**src/rtl/pmem_arbiter.sv**
```systemverilog
// pmem_arbiter: shares the single physical-memory port between instruction
// fetch (IF) and load/store (LS). One transaction in flight at a time.
// Ties go round-robin, and the winner's request is latched. The memory
// port is driven until mem_ack arrives or the timeout expires. The result
// is returned to the owning requester as a one-cycle rvalid pulse.
//
// Ports:
//   clk, rst                 clock, synchronous active-low reset
//   if_req/if_addr           IF read request (held until if_gnt)
//   if_gnt                   IF accepted this cycle (combinational)
//   if_rvalid/rdata/err      IF response (rdata/err hold between pulses)
//   ls_req/we/addr/wdata/wmask  LS request (held until ls_gnt)
//   ls_gnt                   LS accepted this cycle (combinational)
//   ls_rvalid/rdata/err      LS response (rdata=0 for writes and errors)
//   mem_req/we/addr/wdata/wmask  memory request, stable while mem_req=1
//   mem_ack/mem_rdata        memory completion and read data
module pmem_arbiter #(
  parameter int TIMEOUT = 255   // legal range 1..255
) (
  input  logic        clk,
  input  logic        rst,
  input  logic        if_req,
  input  logic [63:0] if_addr,
  output logic        if_gnt,
  output logic        if_rvalid,
  output logic [63:0] if_rdata,
  output logic        if_err,
  input  logic        ls_req,
  input  logic        ls_we,
  input  logic [63:0] ls_addr,
  input  logic [63:0] ls_wdata,
  input  logic [7:0]  ls_wmask,
  output logic        ls_gnt,
  output logic        ls_rvalid,
  output logic [63:0] ls_rdata,
  output logic        ls_err,
  output logic        mem_req,
  output logic        mem_we,
  output logic [63:0] mem_addr,
  output logic [63:0] mem_wdata,
  output logic [7:0]  mem_wmask,
  input  logic        mem_ack,
  input  logic [63:0] mem_rdata
);
  localparam logic [1:0] S_IDLE = 2'd0;
  localparam logic [1:0] S_WAIT = 2'd1;
  localparam logic [1:0] S_RESP = 2'd2;
  localparam logic OWN_IF = 1'b0;
  localparam logic OWN_LS = 1'b1;

  typedef struct packed {
    logic        we;
    logic [63:0] addr;
    logic [63:0] wdata;
    logic [7:0]  wmask;
  } mreq_t;

  logic [1:0] state;
  logic       owner, last_owner;
  logic [7:0] cnt;
  mreq_t      req_q;
  logic       tmo;

  // req_q is cleared whenever we leave WAIT, so the memory port reads
  // all-zero outside WAIT without extra gating.
  assign {mem_we, mem_addr, mem_wdata, mem_wmask} = req_q;

  // Fires on the TIMEOUT-th consecutive unacknowledged WAIT cycle.
  assign tmo = ({1'b0, cnt} + 9'd1) == 9'(TIMEOUT);

  // Grants are suppressed while reset is asserted. Otherwise a requester
  // could see a grant for a transaction that the reset edge is about to drop.
  always_comb begin
    if_gnt = 1'b0;
    ls_gnt = 1'b0;
    if (rst && state == S_IDLE) begin
      if (if_req && (!ls_req || last_owner == OWN_LS)) if_gnt = 1'b1;
      else if (ls_req)                                 ls_gnt = 1'b1;
    end
  end

  always_ff @(posedge clk) begin
    if (!rst) begin
      state      <= S_IDLE;
      owner      <= OWN_LS;
      last_owner <= OWN_LS;
      cnt        <= '0;
      req_q      <= '0;
      mem_req    <= 1'b0;
      if_rvalid  <= 1'b0;
      if_rdata   <= '0;
      if_err     <= 1'b0;
      ls_rvalid  <= 1'b0;
      ls_rdata   <= '0;
      ls_err     <= 1'b0;
    end else begin
      if_rvalid <= 1'b0;
      ls_rvalid <= 1'b0;
      case (state)
        S_IDLE: begin
          if (if_gnt || ls_gnt) begin
            state      <= S_WAIT;
            owner      <= ls_gnt;
            last_owner <= ls_gnt;
            cnt        <= '0;
            mem_req    <= 1'b1;
            if (ls_gnt)
              req_q <= '{we: ls_we, addr: ls_addr, wdata: ls_wdata,
                         wmask: (ls_we ? ls_wmask : 8'h00)};
            else
              req_q <= '{we: 1'b0, addr: if_addr, wdata: 64'h0, wmask: 8'h00};
          end
        end
        S_WAIT: begin
          // An ack in the cycle the timeout would fire takes priority.
          if (mem_ack || tmo) begin
            state   <= S_RESP;
            mem_req <= 1'b0;
            req_q   <= '0;
            if (owner == OWN_LS) begin
              ls_rvalid <= 1'b1;
              ls_rdata  <= (mem_ack && !req_q.we) ? mem_rdata : 64'h0;
              ls_err    <= !mem_ack;
            end else begin
              if_rvalid <= 1'b1;
              if_rdata  <= mem_ack ? mem_rdata : 64'h0;
              if_err    <= !mem_ack;
            end
          end else begin
            cnt <= cnt + 8'd1;
          end
        end
        S_RESP:  state <= S_IDLE;
        default: state <= S_IDLE;
      endcase
    end
  end
endmodule

```
**config.mk**
```make
export PLATFORM = sky130hd
export DESIGN_NAME = pmem_arbiter
export DESIGN_NICKNAME = d
export VERILOG_FILES = /design/src/rtl/pmem_arbiter.sv
export SDC_FILE = /design/constraint.sdc
export NUM_CORES = 1
export LEC_CHECK = 0
export ABC_CLOCK_PERIOD_IN_PS = 2300
export BUFFER_PORTS_ARGS = -buffer_cell sky130_fd_sc_hd__buf_2
export CORE_AREA = 5 5 209 211
export DETAILED_ROUTE_END_ITERATION = 8
export DIE_AREA = 0 0 214 216
export PLACE_DENSITY_LB_ADDON = 0.1
export SYNTH_ARGS = -nofsm -noshare
export SYNTH_HDL_FRONTEND = slang
export SYNTH_SLANG_ARGS = --single-unit
```
**constraint.sdc**
```tcl
create_clock -name clk -period 2.3 [get_ports clk]
set_clock_uncertainty 0.05 [all_clocks]
set_input_delay 0.69 -clock clk [delete_from_list [all_inputs] [get_ports clk]]
set_output_delay 0.69 -clock clk [all_outputs]
set_load 0.01 [all_outputs]
```
# After elaboration in Yosys (flattened, before gate mapping)
# Index checks and enable logic that the tools add are counted.
[classes]
reduce_logical = 18
bitwise = 1
eq_ne = 5
n_addsub = 2
mux = 23
[op_table]
columns = ["op", "n"]
rows = [
  ["$mux 137", 3],
  ["$pmux 137 s2", 1],
  ["$mux 64", 2],
  ["$mux 8", 3],
  ["$pmux 8 s2", 1],
  ["$reduce_and 3->1", 5],
  ["$add 8x1->9 const B", 1],
  ["$eq 9x8->1 const B", 1],
  ["$mux 1", 9],
  ["$add 8x1->8 const B", 1],
  ["$mux 2", 2],
  ["$ne 2x2->1 const B", 2],
  ["$pmux 2 s2", 1],
  ["$reduce_and 2->1", 2],
  ["$logic_and 1x1->1", 3],
  ["$logic_not 1->1", 3],
  ["$logic_or 1x1->1", 3],
  ["$eq 2x1->1 const B", 1],
  ["$logic_not 2->1", 1],
  ["$ne 2x1->1 const B", 1],
  ["$pmux 1 s2", 1],
  ["$reduce_bool 2->1", 1],
  ["$not 1->1", 1],
]
[totals]
ff_bits = 281
inputBits = 270
word_cells = 63

# Logic depth before layout (Yosys ltp)
[logic_depth]
ltp_word = 8
mapped_depth = 9
depth_no_buf = 7

# Worst setup path before layout
# Ideal clock, no wire load.
[synth_path]
path_type = "input -> output"
start = "input port rst"
end = "output port ls_gnt"
cell_stages = 6
t_arrival_ns = 1.655
setup_slack_ns = -0.095
required_ns = 1.560
path_cell_list = "nand2b_1 -> nor2_1 -> and3_1 -> buf_2 -> buf_2 -> clkbuf_1"
[synth_via]
elab_chain_cells = 2
[synth_rtl]
columns = ["item", "line", "rtl"]
rows = [
  ["start, declared", "21", "input logic rst,"],
  ["$logic_and 1x1->1", "76", "if (rst && state == S_IDLE) begin"],
  ["$mux 1", "76", ""],
  ["end, declared", "33", "output logic ls_gnt,"],
]
# No other way between the ends.

# Worst setup path after layout
[layout_path]
start = "register state[0]"
end = "output port if_gnt"
[layout_via]
elab_chain_cells = 3
[layout_rtl]
columns = ["item", "line", "rtl"]
rows = [
  ["start, declared", "58", "logic [1:0] state;"],
  ["start signal, assigned", "84", "state <= S_IDLE;"],
  ["start signal, assigned", "102", "state <= S_WAIT;"],
  ["start signal, assigned", "117", "state <= S_RESP;"],
  ["$logic_not 2->1", "76", ""],
  ["$logic_and 1x1->1", "76", ""],
  ["$mux 1", "76", ""],
  ["end, declared", "24", "output logic if_gnt,"],
]
# No other way between the ends.

==> results.json <==
{
  "tritoncts": "yes",
  "synth_top_cell_by_area": "dfxtp_1",
  "yosysWarnings": 0,
  "timing.rr.end": "mem_wmask[5]$_SDFFE_PN0P_",
  "slew_headroom": 0.710,
  "synth_top_area_frac": 0.601,
  "hold_path_class": "input port to flip-flop",
  "fmax_mhz": 449,
  "cts_buffers": 37,
  "syn-cell-area_um2": 9360,
  "clk-insertion-delay-late_ns": 0.53,
  "crit_path_max_fanout": 3,
  "initial_utilization": 0.225,
  "dpl_cell_area_um2": 12900,
  "setup.worst_path.start_class": "flip-flop",
  "core_um2": 41600,
  "ant_nets": 0,
  "wl_per_cell_um": 20.8,
  "first_pass_iters": 4,
  "clockBufferDepth": 3,
  "die_h_um": 216,
  "grt_pass1_vias": 8891,
  "cts_hold_buf": 0,
  "synth_cells": 759,
  "nFillCells": 4318,
  "synthFlopType": "dfxtp_1",
  "grtUsageMet1": 0.187,
  "dieArea_um2": 46200,
  "setup_viol": 0,
  "synth-seq-area-share": 0.601,
  "area_growth_pct": 52.0,
  "utilization": 0.342,
  "design_area_um2": 14200,
  "top_usage_layer": "met2",
  "worstMarginPinSlew_ns": 0.430,
  "async_reset_ff_frac": 0,
  "hp-start": "ls_wdata[40]",
  "ys_ff_latch": 281,
  "synth_common_cells": "dfxtp_1, a22o_1, a21o_1",
  "nets": 1591,
  "via_per_inst": 4.43,
  "grt_pass1_wl_um": 57700,
  "slew_viol_final": 0,
  "pin_count": 542,
  "netlist_top_cells_area": "dfxtp_1, a22o_1, a21o_1",
  "maxCapViolCount": 0,
  "numPortBuffers": 541,
  "clock_sinks": 281,
  "period_minus_slack_ns": 2.23,
  "syn_avg_cell_area_um2": 12.3,
  "finalWirelength_um": 39300,
  "synth_most_common_cell": "dfxtp_1",
  "grt_max_degree": 73,
  "r2r_slack_ns": 0.10,
  "grt_overflow": 0,
  "cp.required_ns": 1.56,
  "track_usage": 0.160,
  "reg2reg_depth": 8,
  "dpl.cell_count": 1816,
  "cts_root_buf": "clkbuf_16",
  "fin_crit_sh": 0.968,
  "worstHoldPathCells": 2,
  "worst_slack_ns": 0.0743,
  "cp-startpoint": "state[0]$_SDFFE_PN0P_",
  "drive_gt1_frac": 0.496,
  "instances_no_fill": 1888,
  "worstPathArrival_ns": 1.49,
  "gp_congestion": 0.758,
  "synth_edf_count": 0,
  "status": "finished, final reports clean",
  "groute.layer.met2.usage": 0.268,
  "worstSetupEndpointType": "primary output",
  "htreeDepth": 2,
  "hpwl_um": 29400,
  "crit_type": "flip-flop to primary output",
  "num_vias": 8355,
  "ir_worst_vdd_mv": 0.473,
  "preCtsSetupSlack_ns": -0.0230,
  "syn_nets": 1031,
  "grt_use_met3": 0.0717,
  "power_mw": 12.9,
  "r2r-start": "cnt[4]$_SDFFE_PN0P_",
  "final_hold_viol_count": 0,
  "power_density_nw_per_um2": 903,
  "grt_antenna_before_repair": 11,
  "p_leak_nw": 7.15,
  "hold-path-endpoint": "mem_wdata[40]$_SDFFE_PN0P_",
  "drcViolationCount": 0,
  "rsz0062_at_grt": "yes",
  "drtIter0Drc": 317,
  "cts.clk_slew.worst_paths_ns": 0.06,
  "ys_types": 41,
  "num_rows": 75,
  "dieWidth_um": 214
}
## where the power goes
group / internal, mW / switching (mW)
logic: 0.781 / 0.883
registers: 5.21 / 0.167
clock network: 3.61 / 2.21
total: 9.60 / 3.26
## worst max-delay path, cell delays in order, from the launching register on
cell	delay, ns
dfxtp_2	0.33
nand2b_4	0.15
nor2_4	0.09
buf_4	0.11
o21ai_2	0.07
nor2_4	0.09
buf_6	0.12
## worst max path at each step
stage | slack, ns | to
detailed placement | -0.02 | mem_addr[17]$_SDFFE_PN0P_
CTS | -0.02 | if_gnt
finish | 0.07 | if_gnt
global placement | 0.02 | mem_addr[17]$_SDFFE_PN0P_
floorplan | 0.01 | ls_gnt
global route | -0.02 | if_gnt
## cell families (layout without fill, tap and decap cells)
family	after synthesis	count (layout)	share of synthesized area
and+or+nand+nor	46	46	0.0255
other	0	3	0
buffers and inverters	67	654	0.0335
xor gates and xnor gates	1	1	0.000935
AOI/OAI and AO/OA	334	334	0.306
adders and majority gates	2	2	0.00267
DFF	281	281	0.601
muxes	28	28	0.0302
## what timing repair did
item                                    in CTS  in global routing
hold endpoints to repair                     0                  0
setup buffers                                2                  1
pin swaps                                    2                  3
gates resized for setup                      8                  5
endpoints found under the setup margin       2                191
## final cells by class
cell class	instances	area, µm²	share of cell area
Multi-Input combinational cell	411	3490	0.245
Sequential cell	281	5630	0.396
Timing Repair Buffer	585	3180	0.224
Antenna cell	3	7.51	0.000528
Inverter	3	11.3	0.000791
Clock buffer	52	1070	0.0755
Tap cell	539	674	0.0474
Clock inverter	14	163	0.0114
## sequential cells by signal (all words and copies together), names as in the netlist
signal,cells
mem_wmask,8
ls_err,1
state,2
mem_we,1
if_rvalid,1
ls_rdata,64
mem_wdata,64
if_rdata,64
mem_addr,64
if_err,1
last_owner,1
cnt,8
mem_req,1
ls_rvalid,1
## per-layer routing
| layer | vias to the layer above | wire (µm) |
|---|---|---|
| li1 | 4053 | - |
| met1 | 3875 | 16200 |
| met2 | 353 | 18400 |
| met3 | 62 | 3770 |
| met4 | 12 | 771 |
| met5 | - | 80 |
## placed cells by master (no fill, tap or decap), drive strengths merged, types with 3 or more instances in the layout
cell     count
nor2b        3
a21o        42
a22o       239
a211oi       4
or3          4
mux2i       26
buf        585
nand3        4
o2bb2ai     26
clkbuf      52
clkinv       8
dfxtp      281
o21ai        7
nor2        10
a21oi        6
nor3         6
and3         3
diode        3
inv          5
nand2       10
bufinv       3
## through the flow
| stage | setup TNS (ns) | hold WS, ns |
|---|---|---|
| 6_report | 0 | 0.322 |
| 5_1_grt | -0.0276 | 0.295 |
| 4_1_cts | -0.0197 | 0.275 |
| 3_5_place_dp | -0.0230 | 0.383 |
| 3_3_place_gp | 0 | 0.379 |
| 2_1_floorplan | 0 | 0.416 |
Note: power is estimated with default switching activity, not from simulation.
